**src/rtl/transfer_datapath_if.sv**
```systemverilog
// -----------------------------------------------------------------------------
// transfer_datapath_if
// Memory request/acknowledge bus between the transfer datapath (master) and
// the memory (slave).
//   mem_req    master->slave  request, held until the transfer completes
//   mem_we     master->slave  1 = write, 0 = read
//   mem_addr   master->slave  address, stable while mem_req is high
//   mem_wdata  master->slave  write data, stable while mem_req is high
//   mem_ack    slave->master  transfer done; mem_rdata valid on reads
//   mem_rdata  slave->master  read data
// -----------------------------------------------------------------------------
interface transfer_datapath_if #(
  parameter int DATA_W = 8
);
  logic              mem_req;
  logic              mem_we;
  logic [DATA_W-1:0] mem_addr;
  logic [DATA_W-1:0] mem_wdata;
  logic              mem_ack;
  logic [DATA_W-1:0] mem_rdata;

  modport master (
    output mem_req, mem_we, mem_addr, mem_wdata,
    input  mem_ack, mem_rdata
  );

  modport slave (
    input  mem_req, mem_we, mem_addr, mem_wdata,
    output mem_ack, mem_rdata
  );
endinterface : transfer_datapath_if

```
**src/rtl/transfer_datapath.sv**
```systemverilog
// -----------------------------------------------------------------------------
// transfer_datapath
// Register-transfer datapath driven by the CPU control FSM. Holds PC, SP, MA,
// MD, IR, A and AP, executes the 4-bit transfer code, and bridges MD to memory
// over a req/ack bus with a timeout.
// Ports:
//   i_clk, i_rstn        clock (rising edge), async active-low reset
//   i_transfer_cmd       transfer code (see cmd_e)
//   i_inc_pc             PC+1 on memory-command completion
//   i_inc_dec_sp         01 SP+1, 10 SP-1 (memory completion or with cmd 0)
//   i_dst_ap             cmds 5/8: 1 selects AP, 0 selects A
//   i_alu_res_to_ap      cmd A: 1 writes AP, 0 writes A
//   i_reset_ir           clear IR (beats cmd 3)
//   i_alu_r, i_in_data   ALU result and input port
//   mem_bus              memory bus (master side)
//   o_busy               combinational hold request to the control FSM
//   o_opcode             IR
//   o_a, o_ap, o_md      ALU operands
//   o_pc, o_sp           program counter, stack pointer
//   o_out_data/_valid    output port register and its 1-cycle write strobe
//   o_mem_err            sticky memory timeout flag
// -----------------------------------------------------------------------------
module transfer_datapath #(
  parameter int                DATA_W      = 8,
  parameter logic [DATA_W-1:0] PC_INIT     = '0,
  parameter logic [DATA_W-1:0] SP_INIT     = '1,
  parameter int                MEM_TIMEOUT = 16
) (
  input  logic                i_clk,
  input  logic                i_rstn,
  input  logic [3:0]          i_transfer_cmd,
  input  logic                i_inc_pc,
  input  logic [1:0]          i_inc_dec_sp,
  input  logic                i_dst_ap,
  input  logic                i_alu_res_to_ap,
  input  logic                i_reset_ir,
  input  logic [DATA_W-1:0]   i_alu_r,
  input  logic [DATA_W-1:0]   i_in_data,
  transfer_datapath_if.master mem_bus,
  output logic                o_busy,
  output logic [7:0]          o_opcode,
  output logic [DATA_W-1:0]   o_a,
  output logic [DATA_W-1:0]   o_ap,
  output logic [DATA_W-1:0]   o_md,
  output logic [DATA_W-1:0]   o_pc,
  output logic [DATA_W-1:0]   o_sp,
  output logic [DATA_W-1:0]   o_out_data,
  output logic                o_out_valid,
  output logic                o_mem_err
);

  typedef enum logic [3:0] {
    CMD_NOP       = 4'h0, CMD_MA_PC    = 4'h1, CMD_MEM_RD   = 4'h2,
    CMD_IR_MD     = 4'h3, CMD_MA_MD    = 4'h4, CMD_ACC_MD   = 4'h5,
    CMD_MA_AP     = 4'h6, CMD_MA_SP    = 4'h7, CMD_MD_ACC   = 4'h8,
    CMD_MEM_WR    = 4'h9, CMD_ACC_ALU  = 4'hA, CMD_PC_MD    = 4'hB,
    CMD_A_IN      = 4'hC, CMD_OUT_A    = 4'hD, CMD_PC_AP    = 4'hE,
    CMD_MD_PC     = 4'hF
  } cmd_e;

  typedef enum logic {ST_IDLE = 1'b0, ST_WAIT = 1'b1} state_e;

  localparam logic [DATA_W-1:0] ONE      = {{(DATA_W-1){1'b0}}, 1'b1};
  // Wait counter counts completed no-ack WAIT cycles; the one that reaches
  // LAST is the final WAIT cycle before the abort.
  localparam logic [7:0]        WAIT_LAST = 8'(MEM_TIMEOUT - 1);

  cmd_e   cmd;
  state_e state_q, state_d;
  logic   issue, mem_done, mem_timeout, busy;

  logic [DATA_W-1:0] pc_q, pc_d, sp_q, sp_d, ma_q, ma_d, md_q, md_d;
  logic [DATA_W-1:0] ir_q, ir_d, a_q, a_d, ap_q, ap_d;
  logic [DATA_W-1:0] out_data_q, out_data_d;
  logic [DATA_W-1:0] mem_addr_q, mem_addr_d, mem_wdata_q, mem_wdata_d;
  logic              out_valid_q, out_valid_d;
  logic              mem_req_q, mem_req_d, mem_we_q, mem_we_d;
  logic              mem_err_q, mem_err_d;
  logic [7:0]        wait_cnt_q, wait_cnt_d;

  assign cmd = cmd_e'(i_transfer_cmd);

  function automatic logic [DATA_W-1:0] sp_step(input logic [DATA_W-1:0] sp,
                                                input logic [1:0]        step);
    case (step)
      2'b01:   return sp + ONE;
      2'b10:   return sp - ONE;
      default: return sp;
    endcase
  endfunction

  // ---------------- FSM: state register ----------------
  always_ff @(posedge i_clk or negedge i_rstn) begin
    if (!i_rstn) state_q <= ST_IDLE;
    else         state_q <= state_d;
  end

  // ---------------- FSM: next state ----------------
  always_comb begin
    state_d = state_q;
    case (state_q)
      ST_IDLE: if (issue)                    state_d = ST_WAIT;
      ST_WAIT: if (mem_done || mem_timeout)  state_d = ST_IDLE;
      default:                               state_d = ST_IDLE;
    endcase
  end

  // ---------------- FSM: outputs ----------------
  always_comb begin
    issue       = 1'b0;
    mem_done    = 1'b0;
    mem_timeout = 1'b0;
    busy        = 1'b0;
    case (state_q)
      ST_IDLE: begin
        issue = (cmd == CMD_MEM_RD) || (cmd == CMD_MEM_WR);
        busy  = issue;
      end
      ST_WAIT: begin
        // An ack on the final WAIT cycle takes priority over the abort.
        mem_done    = mem_bus.mem_ack;
        mem_timeout = !mem_bus.mem_ack && (wait_cnt_q == WAIT_LAST);
        busy        = !mem_done && !mem_timeout;
      end
      default: ;
    endcase
  end

  // ---------------- Datapath next-state ----------------
  always_comb begin
    // NOTE: every _d starts from its _q (strobes from 0), so no path through
    // this block leaves a variable unassigned and no latch is inferred.
    pc_d        = pc_q;
    sp_d        = sp_q;
    ma_d        = ma_q;
    md_d        = md_q;
    ir_d        = ir_q;
    a_d         = a_q;
    ap_d        = ap_q;
    out_data_d  = out_data_q;
    out_valid_d = 1'b0;
    mem_req_d   = mem_req_q;
    mem_we_d    = mem_we_q;
    mem_addr_d  = mem_addr_q;
    mem_wdata_d = mem_wdata_q;
    mem_err_d   = mem_err_q;
    wait_cnt_d  = wait_cnt_q;

    if (state_q == ST_IDLE) begin
      case (cmd)
        CMD_NOP:     sp_d = sp_step(sp_q, i_inc_dec_sp);
        CMD_MA_PC:   ma_d = pc_q;
        CMD_IR_MD:   ir_d = md_q;
        CMD_MA_MD:   ma_d = md_q;
        CMD_ACC_MD:  if (i_dst_ap) ap_d = md_q; else a_d = md_q;
        CMD_MA_AP:   ma_d = ap_q;
        CMD_MA_SP:   ma_d = sp_q;
        CMD_MD_ACC:  md_d = i_dst_ap ? ap_q : a_q;
        CMD_ACC_ALU: if (i_alu_res_to_ap) ap_d = i_alu_r; else a_d = i_alu_r;
        CMD_PC_MD:   pc_d = md_q;
        CMD_A_IN:    a_d  = i_in_data;
        CMD_OUT_A: begin
          out_data_d  = a_q;
          out_valid_d = 1'b1;
        end
        CMD_PC_AP:   pc_d = ap_q;
        CMD_MD_PC:   md_d = pc_q;
        CMD_MEM_RD, CMD_MEM_WR: begin
          mem_req_d   = 1'b1;
          mem_we_d    = (cmd == CMD_MEM_WR);
          mem_addr_d  = ma_q;
          mem_wdata_d = md_q;
          wait_cnt_d  = '0;
        end
        default: ;
      endcase
    end else begin
      // Other commands and steps are ignored while a transfer is in flight.
      if (mem_done) begin
        mem_req_d = 1'b0;
        if (!mem_we_q) md_d = mem_bus.mem_rdata;
        if (i_inc_pc)  pc_d = pc_q + ONE;
        sp_d = sp_step(sp_q, i_inc_dec_sp);
      end else if (mem_timeout) begin
        mem_req_d = 1'b0;
        mem_err_d = 1'b1;
      end else begin
        wait_cnt_d = wait_cnt_q + 8'd1;
      end
    end

    if (i_reset_ir) ir_d = '0;
  end

  // ---------------- Registers ----------------
  // NOTE: the reset is asynchronous so an in-flight request is dropped the
  // moment i_rstn falls, without waiting for a clock edge.
  always_ff @(posedge i_clk or negedge i_rstn) begin
    if (!i_rstn) begin
      pc_q        <= PC_INIT;
      sp_q        <= SP_INIT;
      ma_q        <= '0;
      md_q        <= '0;
      ir_q        <= '0;
      a_q         <= '0;
      ap_q        <= '0;
      out_data_q  <= '0;
      out_valid_q <= 1'b0;
      mem_req_q   <= 1'b0;
      mem_we_q    <= 1'b0;
      mem_addr_q  <= '0;
      mem_wdata_q <= '0;
      mem_err_q   <= 1'b0;
      wait_cnt_q  <= '0;
    end else begin
      // NOTE: non-blocking assignments make every flop sample its _d value
      // from before the edge, independent of statement order.
      pc_q        <= pc_d;
      sp_q        <= sp_d;
      ma_q        <= ma_d;
      md_q        <= md_d;
      ir_q        <= ir_d;
      a_q         <= a_d;
      ap_q        <= ap_d;
      out_data_q  <= out_data_d;
      out_valid_q <= out_valid_d;
      mem_req_q   <= mem_req_d;
      mem_we_q    <= mem_we_d;
      mem_addr_q  <= mem_addr_d;
      mem_wdata_q <= mem_wdata_d;
      mem_err_q   <= mem_err_d;
      wait_cnt_q  <= wait_cnt_d;
    end
  end

  // ---------------- Outputs ----------------
  assign o_busy            = busy;
  assign o_opcode          = 8'(ir_q);
  assign o_a               = a_q;
  assign o_ap              = ap_q;
  assign o_md              = md_q;
  assign o_pc              = pc_q;
  assign o_sp              = sp_q;
  assign o_out_data        = out_data_q;
  assign o_out_valid       = out_valid_q;
  assign o_mem_err         = mem_err_q;
  assign mem_bus.mem_req   = mem_req_q;
  assign mem_bus.mem_we    = mem_we_q;
  assign mem_bus.mem_addr  = mem_addr_q;
  assign mem_bus.mem_wdata = mem_wdata_q;

endmodule : transfer_datapath

```
**src/flat_wrapper.sv**
```systemverilog
// flat-port wrapper written by rule: the top's interface ports become plain ports
module transfer_datapath_flat 
#(
  parameter int                DATA_W      = 8,
  parameter logic [DATA_W-1:0] PC_INIT     = '0,
  parameter logic [DATA_W-1:0] SP_INIT     = '1,
  parameter int                MEM_TIMEOUT = 16
)
  (i_clk, i_rstn, i_transfer_cmd, i_inc_pc, i_inc_dec_sp, i_dst_ap, i_alu_res_to_ap, i_reset_ir, i_alu_r, i_in_data, o_busy, o_opcode, o_a, o_ap, o_md, o_pc, o_sp, o_out_data, o_out_valid, o_mem_err, mem_bus_mem_req, mem_bus_mem_we, mem_bus_mem_addr, mem_bus_mem_wdata, mem_bus_mem_ack, mem_bus_mem_rdata);
  transfer_datapath_if #(.DATA_W(DATA_W)) mem_bus_i ();
  input  logic i_clk;
  input  logic i_rstn;
  input  logic [3:0] i_transfer_cmd;
  input  logic i_inc_pc;
  input  logic [1:0] i_inc_dec_sp;
  input  logic i_dst_ap;
  input  logic i_alu_res_to_ap;
  input  logic i_reset_ir;
  input  logic [DATA_W-1:0] i_alu_r;
  input  logic [DATA_W-1:0] i_in_data;
  output logic o_busy;
  output logic [7:0] o_opcode;
  output logic [DATA_W-1:0] o_a;
  output logic [DATA_W-1:0] o_ap;
  output logic [DATA_W-1:0] o_md;
  output logic [DATA_W-1:0] o_pc;
  output logic [DATA_W-1:0] o_sp;
  output logic [DATA_W-1:0] o_out_data;
  output logic o_out_valid;
  output logic o_mem_err;
  output wire logic [$bits(mem_bus_i.mem_req)-1:0] mem_bus_mem_req;
  output wire logic [$bits(mem_bus_i.mem_we)-1:0] mem_bus_mem_we;
  output wire logic [$bits(mem_bus_i.mem_addr)-1:0] mem_bus_mem_addr;
  output wire logic [$bits(mem_bus_i.mem_wdata)-1:0] mem_bus_mem_wdata;
  input wire logic [$bits(mem_bus_i.mem_ack)-1:0] mem_bus_mem_ack;
  input wire logic [$bits(mem_bus_i.mem_rdata)-1:0] mem_bus_mem_rdata;
  assign mem_bus_mem_req = mem_bus_i.mem_req;
  assign mem_bus_mem_we = mem_bus_i.mem_we;
  assign mem_bus_mem_addr = mem_bus_i.mem_addr;
  assign mem_bus_mem_wdata = mem_bus_i.mem_wdata;
  assign mem_bus_i.mem_ack = mem_bus_mem_ack;
  assign mem_bus_i.mem_rdata = mem_bus_mem_rdata;
  transfer_datapath #(.DATA_W(DATA_W), .PC_INIT(PC_INIT), .SP_INIT(SP_INIT), .MEM_TIMEOUT(MEM_TIMEOUT)) u_core (.i_clk(i_clk), .i_rstn(i_rstn), .i_transfer_cmd(i_transfer_cmd), .i_inc_pc(i_inc_pc), .i_inc_dec_sp(i_inc_dec_sp), .i_dst_ap(i_dst_ap), .i_alu_res_to_ap(i_alu_res_to_ap), .i_reset_ir(i_reset_ir), .i_alu_r(i_alu_r), .i_in_data(i_in_data), .mem_bus(mem_bus_i), .o_busy(o_busy), .o_opcode(o_opcode), .o_a(o_a), .o_ap(o_ap), .o_md(o_md), .o_pc(o_pc), .o_sp(o_sp), .o_out_data(o_out_data), .o_out_valid(o_out_valid), .o_mem_err(o_mem_err));
endmodule
```
**config.mk**
```make
export PLATFORM = sky130hd
export DESIGN_NAME = transfer_datapath_flat
export DESIGN_NICKNAME = d
export VERILOG_FILES = /design/src/rtl/transfer_datapath_if.sv /design/src/rtl/transfer_datapath.sv /design/src/flat_wrapper.sv
export SDC_FILE = /design/constraint.sdc
export NUM_CORES = 1
export LEC_CHECK = 0
export ABC_AREA = 1
export ABC_CLOCK_PERIOD_IN_PS = 1700
export BUFFER_PORTS_ARGS = -buffer_cell sky130_fd_sc_hd__buf_2
export CELL_PAD_IN_SITES_DETAIL_PLACEMENT = 0
export CELL_PAD_IN_SITES_GLOBAL_PLACEMENT = 1
export CORE_MARGIN = 2
export CORE_UTILIZATION = 39
export DETAILED_ROUTE_END_ITERATION = 8
export PLACE_DENSITY_LB_ADDON = 0.2
export SLEW_MARGIN = 20
export SYNTH_ARGS = -nofsm -noshare
export SYNTH_HDL_FRONTEND = slang
export SYNTH_SLANG_ARGS = --single-unit
```
**constraint.sdc**
```tcl
create_clock -name i_clk -period 1.7 [get_ports i_clk]
set_input_delay 0.34 -clock i_clk [delete_from_list [all_inputs] [get_ports i_clk]]
set_output_delay 0.34 -clock i_clk [all_outputs]
set_load 0.01 [all_outputs]
```
==> flow_summary.rst, run 1 <==
.. list-table::
   :header-rows: 1

   * - Metric
     - Value
   * - Cts bufs inserted
     - 9
   * - Pin slew with the least headroom to its limit
     - ~0.65 ns
   * - Post-route insts no fill
     - around 1k
   * - Count of mapped cells out of synthesis
     - approximately 680
   * - Switching share of power
     - 41.3%
   * - Syn Area/Cell
     - ~7.5 µm²
   * - Height of the die
     - around 120 µm
   * - Worst-case reg-to-reg path depth
     - 10
   * - Worst slack, placed
     - -0.135 ns
   * - Max-cap check violation count
     - 0
   * - Count of endpoints failing setup in the final report
     - 1
   * - Biggest fanout along the worst timing path
     - 2
   * - Violations in the final reports
     - setup timing
   * - Overall die width
     - 118 µm
   * - Initial antenna violation count
     - 0
   * - Final HPWL DP
     - 11900 µm
   * - Setup repair after global routing missed its margin
     - yes
   * - Timing-limited maximum frequency
     - between 500 and 600 MHz
   * - Category of the worst setup path capture point
     - primary output
   * - Final Util
     - 50.6%
   * - Number of placed instances with taps included
     - 977
   * - Fraction of power consumed by the clock network
     - 20.9%
   * - Run status
     - complete, but fails checks
   * - Root buffer cell
     - sky130_fd_sc_hd__clkbuf_16
   * - Flop-to-flop setup slack
     - approximately 0.14 ns
   * - Number of distinct standard cells referenced by the synthesized netlist
     - 33
   * - Hold buffers post-CTS
     - 0
   * - Share of the clock period used by the worst path
     - 110%
   * - Total negative slack for setup checks
     - -0.177 ns
   * - Worst clock skew
     - between 0.004 and 0.005 ns
   * - CP Cell Sequence
     - ha_2 > nand2_2 > nor2_4 > nand3_4 > nand2_4 > nand2_4 > buf_6
   * - Met3 Resource Use GR
     - 5.47%
   * - Worst setup path category
     - flop to primary output
   * - Worst slack on hold paths
     - 0.00406 ns
   * - Clk_lat worst skew
     - 0.36 ns
   * - Gate family responsible for the most delay along the worst path
     - simple AND/OR/NAND/NOR gates
   * - Placed Instance Area
     - 6030 µm²
   * - Global-route wire length before repair
     - approximately 26000 µm
   * - Clk buf depth
     - 2
   * - I/O pins
     - about 110
   * - Power Density
     - 1430 nW/µm²
   * - Met1 layer usage reported by global route
     - between 30% and 40%
   * - Overflow left after global routing
     - 0
   * - Average routed wire per standard cell
     - 15.8 µm
   * - Number of routed nets with antenna violations
     - 0
   * - Standard cell with the maximum stage delay on the critical path
     - sky130_fd_sc_hd__dfrtp_1
   * - Reg-to-Reg End
     - u_core.o_sp[6]
   * - Number of core rows
     - 41
   * - Post-route DRC violation count
     - 0
   * - Largest net degree at the start of global routing
     - 94
   * - Full die area
     - 13900 µm²
   * - Final antenna diode count
     - 0
   * - CTS tree
     - done
   * - Internal Dissipation
     - 5.39 mW
   * - Fin crit period
     - around 1.9 ns
   * - Vias in the first global route
     - 4860
   * - Sequential cell area fraction in the yosys report
     - 46.1%
   * - Global-route track usage on met2
     - 37.3%
   * - Total power consumption of the routed design
     - 9.18 mW
   * - Remaining max-slew budget at the tightest pin
     - 56.8%
   * - Top area cells in the synthesized netlist
     - sky130_fd_sc_hd__dfrtp_1 42%, sky130_fd_sc_hd__nand2_1 15%, sky130_fd_sc_hd__o21ai_0 9.7%, sky130_fd_sc_hd__inv_1 5.6%, sky130_fd_sc_hd__dfstp_2 4.1%
   * - Most used cells in the layout excluding fill and tap cells
     - 202 x sky130_fd_sc_hd__nand2_1, 111 x sky130_fd_sc_hd__buf_2, 97 x sky130_fd_sc_hd__o21ai_0
   * - Yosys reg bits
     - 93
   * - Total Routing Usage GR
     - 23.4%
   * - Reg power frac
     - 41.2%
   * - Final-stage net count
     - 865
   * - Net count of the mapped netlist
     - 719
   * - Largest incremental delay on the critical path
     - 0.37 ns
   * - Synthesized cell area
     - 5070 µm²
   * - Final setup slack of the worst path
     - -0.177 ns
   * - Data required time of the worst path
     - 1.36 ns
   * - Most frequent cell on the critical path
     - sky130_fd_sc_hd__nand2_4
   * - Max-slew violations
     - 0
   * - Area of the core
     - 12700 µm²
   * - Depth of the CTS H-tree
     - 3
   * - Category of the worst setup path launch point
     - flop
   * - Largest area contributor in the netlist
     - sky130_fd_sc_hd__dfrtp_1
   * - Static leakage
     - 3.28 nW
   * - Number of warning messages in the yosys log
     - 0
   * - Most common library cell in the layout ignoring fill and taps
     - sky130_fd_sc_hd__nand2_1
   * - Global-route layer with the greatest usage
     - met2
   * - Total number of vias
     - between 5k and 6k
   * - Routed Wire Length
     - ~16000 µm
   * - Switching Power
     - 3.79 mW
   * - Gate power share
     - 37.9%
   * - Mean number of vias per cell
     - 5.07
   * - First-pass detailed-route iteration total
     - 5
   * - Endpoint arrival time on the critical path
     - 1.54 ns
   * - Gpl congestion
     - 0.938
   * - Clk sink count
     - 93
   * - Buffering stage count on the worst path with inverters included
     - 1
   * - Area added between synthesis and finish
     - 26.5%
   * - Starting utilization of the core area
     - 40.0%
   * - Fraction of final layout cells with drive strength greater than 1
     - between 20% and 30%
   * - Maximum vdd drop
     - a little under 900 µV
   * - Input/output buffers
     - 113
   * - Final instance area
     - 6410 µm²
   * - Clock Pin Slew Worst Setup and Hold Paths
     - 0.07 ns
   * - Crit Reg-Reg Startpoint
     - u_core.o_sp[1]
   * - Number of design-rule violations left by the first detailed-router iteration
     - approximately 380
   * - Number of hold violations in the final report
     - 0
   * - Area share of the largest cell type after synthesis
     - about two fifths
   * - Worst hold path type
     - input pin to async pin
==> layer usage <==
layer | up-vias | share of wire (%)
met2 | 139 | 47
met5 | - | 0
met4 | 0 | 0.93
met1 | 2418 | 46
met3 | 13 | 5.9
li1 | 2504 | -
==> sequential cells by signal, summed over array words and instances (netlist names), 8 cells and up <==
name	count
u_core.ma_q	8
u_core.mem_bus.mem_addr	8
u_core.mem_bus.mem_wdata	8
u_core.o_a	8
u_core.o_ap	8
u_core.o_md	8
u_core.o_opcode	8
u_core.o_out_data	8
u_core.o_pc	8
u_core.o_sp	8
u_core.wait_cnt_q	8
==> repair_timing <==
item / CTS / global route
pin swaps: 5 / 3
gates resized for setup: 10 / 3
buffers inserted: 5 / 2
endpoints found under the setup margin: 2 / 5
==> cell families (layout without fill, tap and decap cells) <==
family	after synthesis	count (layout)	synth area share, %
compound gates	169	169	18.5
simple gates	302	302	24.4
buf+inv	103	254	8.89
fa+ha+maj	5	5	1.23
xor+xnor	5	5	0.864
flops	93	93	46.1
==> power by group through the flow <==
stage	sequential, mW	clock [mW]	combinational [mW]
global placement	3.79	0	3.37
CTS	3.78	1.95	3.48
detailed placement	3.82	0	3.42
finish	3.78	1.92	3.48
global route	3.90	2.04	3.90
floorplan	3.93	0	1.64
==> how the worst max path moves through the flow <==
stage / cells past startpoint / startpoint / end / slack (ns)
after CTS: 7 / u_core.wait_cnt_q[1] / o_busy / -0.17
final: 7 / u_core.wait_cnt_q[0] / o_busy / -0.18
after floorplan: 12 / i_inc_dec_sp[0] / u_core.o_sp[6] / 0.05
after detailed placement: 14 / i_inc_dec_sp[0] / u_core.o_sp[4] / -0.13
after global routing: 7 / u_core.wait_cnt_q[0] / o_busy / -0.24
after global placement: 14 / i_inc_dec_sp[0] / u_core.o_sp[6] / -0.07
==> cell usage after synthesis <==
library cell and n:
sky130_fd_sc_hd__nand2_2 6, sky130_fd_sc_hd__dfstp_2 8, sky130_fd_sc_hd__nand2_1 203, sky130_fd_sc_hd__clkinv_1 1, sky130_fd_sc_hd__a21oi_1 24, sky130_fd_sc_hd__nand3_1 37, sky130_fd_sc_hd__nor2_1 44, sky130_fd_sc_hd__nand4_1 6
sky130_fd_sc_hd__nand3b_1 1, sky130_fd_sc_hd__buf_4 4, sky130_fd_sc_hd__buf_2 9, sky130_fd_sc_hd__buf_6 5, sky130_fd_sc_hd__o21ai_0 98, sky130_fd_sc_hd__inv_1 76, sky130_fd_sc_hd__o21ai_1 5, sky130_fd_sc_hd__nor3_1 1
sky130_fd_sc_hd__nor2_2 1, sky130_fd_sc_hd__dfrtp_1 85, sky130_fd_sc_hd__inv_2 2, sky130_fd_sc_hd__xor2_1 4, sky130_fd_sc_hd__a31oi_1 3, sky130_fd_sc_hd__nand2_4 1, sky130_fd_sc_hd__ha_1 5, sky130_fd_sc_hd__o31ai_1 1
sky130_fd_sc_hd__or2_2 1, sky130_fd_sc_hd__o211ai_1 21, sky130_fd_sc_hd__o21ai_2 4, sky130_fd_sc_hd__o2111ai_1 1, sky130_fd_sc_hd__xnor2_1 1, sky130_fd_sc_hd__clkbuf_1 6, sky130_fd_sc_hd__o22ai_1 11, sky130_fd_sc_hd__o21bai_1 1
sky130_fd_sc_hd__nor2_4 1
==> cell type report <==
class / instances / area (µm²)
Timing Repair Buffer: 159 / 957
Tap cell: 172 / 215
Clock buffer: 9 / 225
Fill cell: 1286 / 6260
Multi-Input combinational cell: 481 / 2330
Inverter: 79 / 297
Clock inverter: 7 / 52.6
Sequential cell: 93 / 2340
(Power assumes the default switching activity.)
==> run 2: changes to the inputs <==
==> constraint.sdc (replaced) <==
create_clock -name i_clk -period 1.7 [get_ports i_clk]
set_input_delay 0.085 -clock i_clk [delete_from_list [all_inputs] [get_ports i_clk]]
set_output_delay 0.085 -clock i_clk [all_outputs]
set_load 0.01 [all_outputs]
==> flow_summary.rst, run 2 (same netlist as run 1, synthesis figures left out) <==
.. list-table::
   :header-rows: 1

   * - Metric
     - Value
   * - Run status
     - finished clean
   * - Setup repair after global routing missed its margin
     - yes
   * - Area of the core
     - 12700 µm² (unchanged)
   * - Area added between synthesis and finish
     - 27.0%
   * - Number of routed nets with antenna violations
     - 0 (unchanged)
   * - Final HPWL DP
     - 11800 µm (-0.63%)
   * - Endpoint arrival time on the critical path
     - 1.58 ns (+0.04 ns)
   * - Global-route wire length before repair
     - 25300 µm (-1.6%)
   * - Largest net degree at the start of global routing
     - 56 (-40%)
   * - Root buffer cell
     - sky130_fd_sc_hd__clkbuf_16
   * - Depth of the CTS H-tree
     - 3 (unchanged)
   * - Post-route DRC violation count
     - 0 (unchanged)
   * - Height of the die
     - 118 µm (unchanged)
   * - Category of the worst setup path capture point
     - primary output
   * - Pin slew with the least headroom to its limit
     - 0.437 ns (-0.209 ns)
   * - Max-cap check violation count
     - 0 (unchanged)
   * - Timing-limited maximum frequency
     - 601 MHz (+13%)
   * - Most used cells in the layout excluding fill and tap cells
     - 200 x sky130_fd_sc_hd__nand2_1, 111 x sky130_fd_sc_hd__buf_2, 97 x sky130_fd_sc_hd__o21ai_0
   * - Gpl congestion
     - 0.941 (+0.31%)
   * - CTS tree
     - done
   * - Number of core rows
     - 41 (unchanged)
   * - Number of placed instances with taps included
     - 963 (-1.4%)
   * - Worst setup path category
     - flop to primary output
   * - Mean number of vias per cell
     - 5.07 (about the same)
   * - Clk buf depth
     - 2 (unchanged)
   * - Number of hold violations in the final report
     - 0 (unchanged)
   * - Category of the worst setup path launch point
     - flop
   * - Remaining max-slew budget at the tightest pin
     - 70.9% (+14 points)
   * - Layout filler cell count
     - 1264 (-1.7%)
   * - Overall die width
     - 118 µm (unchanged)
   * - Max-slew violations
     - 0 (unchanged)
   * - Power Density
     - 1470 nW/µm² (+2.6%)
   * - Maximum vdd drop
     - 1140 µV (+31%)
   * - Number of design-rule violations left by the first detailed-router iteration
     - 380 (-0.78%)
   * - Total number of vias
     - 5064 (-0.20%)
   * - Starting utilization of the core area
     - 40.0% (unchanged)
   * - Worst hold path type
     - input pin to flop
   * - Total Routing Usage GR
     - 23.0% (-0.43 points)
   * - Cts bufs inserted
     - 9 (unchanged)
   * - Share of the clock period used by the worst path
     - 97.8% (-13 points)
   * - Post-route insts no fill
     - 998 (-0.20%)
   * - Clk sink count
     - 93 (unchanged)
   * - Routed Wire Length
     - 15800 µm (-0.54%)
   * - Clk_lat worst skew
     - 0.35 ns (about the same)
   * - Final-stage net count
     - 863 (-0.23%)
   * - Initial antenna violation count
     - 0 (unchanged)
   * - Final antenna diode count
     - 0 (unchanged)
   * - Biggest fanout along the worst timing path
     - 10 (+8)
   * - Fin crit period
     - 1.66 ns (-0.214 ns)
   * - Final instance area
     - 6440 µm² (+0.37%)
   * - Overflow left after global routing
     - 0 (unchanged)
   * - Full die area
     - 13900 µm² (unchanged)
   * - Vias in the first global route
     - 4894 (+0.70%)
   * - Input/output buffers
     - 113 (unchanged)
   * - Count of endpoints failing setup in the final report
     - 0 (-1)
   * - Placed Instance Area
     - 5900 µm² (-2.2%)
   * - Average routed wire per standard cell
     - 15.8 µm (-0.34%)
   * - Most common library cell in the layout ignoring fill and taps
     - sky130_fd_sc_hd__nand2_1
   * - First-pass detailed-route iteration total
     - 6 (+1)
   * - I/O pins
     - 114 (unchanged)
   * - Clock Pin Slew Worst Setup and Hold Paths
     - 0.07 ns (about the same)
   * - Data required time of the worst path
     - 1.62 ns (+0.26 ns)
   * - Worst clock skew
     - 0.00686 ns (+0.00209 ns)
   * - Static leakage
     - 3.28 nW (about the same)
   * - Fraction of final layout cells with drive strength greater than 1
     - 24.1% (-0.79 points)
run 2: cell count changes in the layout (fill, tap and decap cells not counted), moves of 2 or more:
cell	before	now
sky130_fd_sc_hd__nand3_2	0	2
sky130_fd_sc_hd__nand2_2	5	8
sky130_fd_sc_hd__nand2_1	202	200
sky130_fd_sc_hd__buf_12	3	1
sky130_fd_sc_hd__buf_4	44	36
sky130_fd_sc_hd__bufinv_16	0	2
sky130_fd_sc_hd__dlygate4sd3_1	0	8
run 2: timing repair:
action,4_1_cts,5_1_grt
buffers inserted,5,6
setup endpoints to repair,1,5
pin swaps,2,7
hold buffers,8,0
endpoints found under the hold margin,92,0
cloned,0,0
resized for setup,6,8
run 2: per-layer routing:
metal / GRT usage, % / vias up / share of wire (%)
met2: 36.7 / 149 / 47
met5: 0 / - / 0
met4: 5.87 / 0 / 1.5
met1: 31.4 / 2393 / 46
met3: 5.72 / 18 / 6.1
li1: - / 2504 / -
run 2: where the power goes:
group	total, mW	internal (mW)	switching, mW
Combinational	3.49	1.35	2.13
Sequential	3.77	3.04	0.727
Clock	2.20	1.29	0.911
Total	9.46	5.69	3.77
run 2: worst paths after layout:
| path | slack (ns) | startpoint | cells after the start | end |
|---|---|---|---|---|
| max in group asynchronous | 0.96 | i_rstn | 3 | u_core.o_sp[7] |
| setup / recovery | 0.04 | u_core.wait_cnt_q[1] | 7 | o_busy |
| setup reg to reg | 0.12 | u_core.o_sp[1] | 9 | u_core.o_sp[2] |
| hold reg to reg | 0.46 | u_core.o_mem_err | 2 | u_core.o_mem_err |
| hold / removal | 0.007 | mem_bus_mem_rdata[2] | 3 | u_core.o_md[2] |
| min in group asynchronous | 0.08 | i_rstn | 2 | u_core.mem_bus.mem_addr[5] |
run 2: critical path, stage by stage (launching register included):
cell and delay, ns:
sky130_fd_sc_hd__dfrtp_1 0.36, sky130_fd_sc_hd__ha_2 0.21, sky130_fd_sc_hd__nand2_2 0.08, sky130_fd_sc_hd__nor2_4 0.11, sky130_fd_sc_hd__nand3_2 0.12, sky130_fd_sc_hd__nand2_2 0.12, sky130_fd_sc_hd__nand2_4 0.10, sky130_fd_sc_hd__buf_6 0.14
run 2: layout make-up:
cell class                 count  area (µm²)  area share [%]
sequential                    93        2340            36.3
multi-input combinational    481        2320            36.1
timing repair buffer         157         937            14.6
inverter                      79         300            4.67
clock buffer                   9         225            3.50
tap                          172         215            3.34
clock inverter                 7         100            1.56
run 2: stage by stage:
step	setup TNS, ns	power [mW]	utilization [%]	worst slack [ns]	hold WS, ns
detailed placement	0	7.16	46.5	0.0841	-0.0977
CTS	0	9.45	50.2	0.0154	0.00155
global placement	0	7.10	46.5	0.124	-0.0968
finish	0	9.46	50.8	0.0371	0.00722
floorplan	0	5.57	-	0.205	-0.211
global route	-0.0919	10.2	50.8	-0.0461	0.0278
==> run 3: changes to the inputs <==
--- a/config.mk
+++ b/config.mk
@@ -13,6 +13,7 @@
 export CORE_MARGIN = 2
 export CORE_UTILIZATION = 39
 export DETAILED_ROUTE_END_ITERATION = 8
+export GPL_TIMING_DRIVEN = 0
 export PLACE_DENSITY_LB_ADDON = 0.2
 export SLEW_MARGIN = 20
 export SYNTH_ARGS = -nofsm -noshare
==> flow_summary.rst, run 3 (same netlist as run 1, synthesis figures left out) <==
.. list-table::
   :header-rows: 1

   * - Metric
     - Value
   * - Run status
     - finished clean
   * - Largest net degree at the start of global routing
     - 55 (-1.8%)
   * - Final instance area
     - 6430 µm² (-0.16%)
   * - Pin slew with the least headroom to its limit
     - 0.624 ns (+0.187 ns)
   * - Vias in the first global route
     - 4992 (+2.0%)
   * - Most used cells in the layout excluding fill and tap cells
     - 201 x sky130_fd_sc_hd__nand2_1, 120 x sky130_fd_sc_hd__buf_2, 97 x sky130_fd_sc_hd__o21ai_0
   * - Setup repair after global routing missed its margin
     - yes
   * - I/O pins
     - 114 (unchanged)
   * - Category of the worst setup path launch point
     - flop
   * - Worst hold path type
     - input pin to flop
   * - Depth of the CTS H-tree
     - 3 (unchanged)
   * - Worst clock skew
     - 0.0135 ns (+0.00660 ns)
   * - Average routed wire per standard cell
     - 16.5 µm (+4.8%)
   * - Global-route track usage on met2
     - 37.6% (+0.98 points)
   * - Final antenna diode count
     - 0 (unchanged)
   * - CTS tree
     - done
   * - Clock Pin Slew Worst Setup and Hold Paths
     - 0.07 ns (about the same)
   * - Starting utilization of the core area
     - 40.0% (unchanged)
   * - Post-route insts no fill
     - 995 (-0.30%)
   * - Global-route wire length before repair
     - 26300 µm (+4.2%)
   * - Post-route DRC violation count
     - 0 (unchanged)
   * - Root buffer cell
     - sky130_fd_sc_hd__clkbuf_16
   * - Static leakage
     - 3.25 nW (-0.65%)
   * - Clk buf depth
     - 2 (unchanged)
   * - Global-route layer with the greatest usage
     - met2
   * - Routed Wire Length
     - 16500 µm (+4.5%)
   * - Final HPWL DP
     - 12400 µm (+5.1%)
   * - Total Routing Usage GR
     - 24.2% (+1.2 points)
   * - Count of endpoints failing setup in the final report
     - 0 (unchanged)
   * - Input/output buffers
     - 112 (-0.88%)
   * - Data required time of the worst path
     - 1.62 ns (about the same)
   * - Mean number of vias per cell
     - 5.20 (+2.4%)
   * - Max-cap check violation count
     - 0 (unchanged)
   * - Met3 Resource Use GR
     - 5.52% (-0.19 points)
   * - Overall die width
     - 118 µm (unchanged)
   * - Height of the die
     - 118 µm (unchanged)
   * - Biggest fanout along the worst timing path
     - 3 (-7)
   * - Most common library cell in the layout ignoring fill and taps
     - sky130_fd_sc_hd__nand2_1
   * - Number of routed nets with antenna violations
     - 0 (unchanged)
   * - Max-slew violations
     - 0 (unchanged)
   * - Final Util
     - 50.7% (-0.079 points)
   * - Clk_lat worst skew
     - 0.36 ns (about the same)
   * - Initial antenna violation count
     - 0 (unchanged)
   * - Total number of vias
     - 5172 (+2.1%)
   * - Category of the worst setup path capture point
     - primary output
   * - Cts bufs inserted
     - 9 (unchanged)
   * - Timing-limited maximum frequency
     - 604 MHz (+0.44%)
   * - Full die area
     - 13900 µm² (unchanged)
   * - Gpl congestion
     - 0.920 (-2.2%)
   * - Total power consumption of the routed design
     - 9.56 mW (+1.1%)
   * - Clk sink count
     - 93 (unchanged)
   * - Area of the core
     - 12700 µm² (unchanged)
   * - Worst setup path category
     - flop to primary output
   * - Met1 layer usage reported by global route
     - 34.3% (+2.9 points)
   * - Area added between synthesis and finish
     - 26.8%
   * - Overflow left after global routing
     - 0 (unchanged)
   * - Share of the clock period used by the worst path
     - 97.4% (-0.43 points)
   * - Fin crit period
     - 1.66 ns (-0.00733 ns)
   * - Maximum vdd drop
     - 990 µV (-13%)
   * - First-pass detailed-route iteration total
     - 5 (-1)
   * - Flop-to-flop setup slack
     - 0.10 ns (-0.02 ns)
   * - Total negative slack for setup checks
     - 0 ns (unchanged)
   * - Placed Instance Area
     - 5880 µm² (-0.34%)
   * - Power Density
     - 1490 nW/µm² (+1.3%)
   * - Number of placed instances with taps included
     - 962 (-0.10%)
   * - Number of hold violations in the final report
     - 0 (unchanged)
   * - Endpoint arrival time on the critical path
     - 1.57 ns (about the same)
   * - Final-stage net count
     - 860 (-0.35%)
   * - Fraction of final layout cells with drive strength greater than 1
     - 23.1% (-1.0 points)
   * - Remaining max-slew budget at the tightest pin
     - 58.4% (-12 points)
   * - Number of design-rule violations left by the first detailed-router iteration
     - 385 (+1.3%)
   * - Number of core rows
     - 41 (unchanged)
[run 3: through the flow]
stage | hold slack (ns) | setup WS [ns]
3_5_place_dp | 0.0355 | -0.0395
3_3_place_gp | 0.339 | -0.433
5_1_grt | 0.0128 | -0.0221
6_report | 0.0168 | 0.0445
2_1_floorplan | -0.211 | 0.205
4_1_cts | 0.00593 | 0.000407
[run 3: path summary, 6_finish.rpt]
kind                                 startpoint              endpoint  cells past startpoint
max in group asynchronous                i_rstn        u_core.o_sp[5]                      3
setup / recovery           u_core.wait_cnt_q[1]                o_busy                      7
hold reg to reg            u_core.o_out_data[2]  u_core.o_out_data[2]                      2
setup reg to reg                 u_core.o_sp[1]        u_core.o_sp[6]                     10
min in group asynchronous                i_rstn        u_core.o_md[5]                      2
hold / removal                       i_alu_r[6]         u_core.o_a[6]                      3
[run 3: what timing repair did]
item                                    in CTS  in global routing
resized for setup                            7                 12
endpoints found under the setup margin      10                 25
hold endpoints to repair                    45                  0
buffers inserted                             6                  4
pin swaps                                    4                  3
hold buffers                                 7                  0
[run 3: layout make-up]
class,instances,area (µm²)
inverter,79,297
fill,1298,6240
sequential,93,2340
buffer,24,163
tap,172,215
multi-input combinational,481,2330
timing repair buffer,130,739
clock inverter,6,113
clock buffer,10,229
[run 3: per-layer routing]
| metal | up-vias | routed length (µm) |
|---|---|---|
| met5 | - | 0 |
| li1 | 2504 | - |
| met1 | 2475 | 7710 |
| met2 | 174 | 7500 |
| met4 | 0 | 214 |
| met3 | 19 | 1040 |
[run 3: worst max-delay path: stages, from the launching register on]
cell	delay, ns
sky130_fd_sc_hd__dfrtp_1	0.38
sky130_fd_sc_hd__ha_2	0.19
sky130_fd_sc_hd__nand2_1	0.07
sky130_fd_sc_hd__nor2_2	0.13
sky130_fd_sc_hd__nand3_2	0.14
sky130_fd_sc_hd__nand2_4	0.11
sky130_fd_sc_hd__nand2_4	0.05
sky130_fd_sc_hd__buf_2	0.13
[run 3: power by group]
part,internal (mW),switching (mW)
Combinational,1.32,2.11
Clock,1.44,0.899
Sequential,3.04,0.753
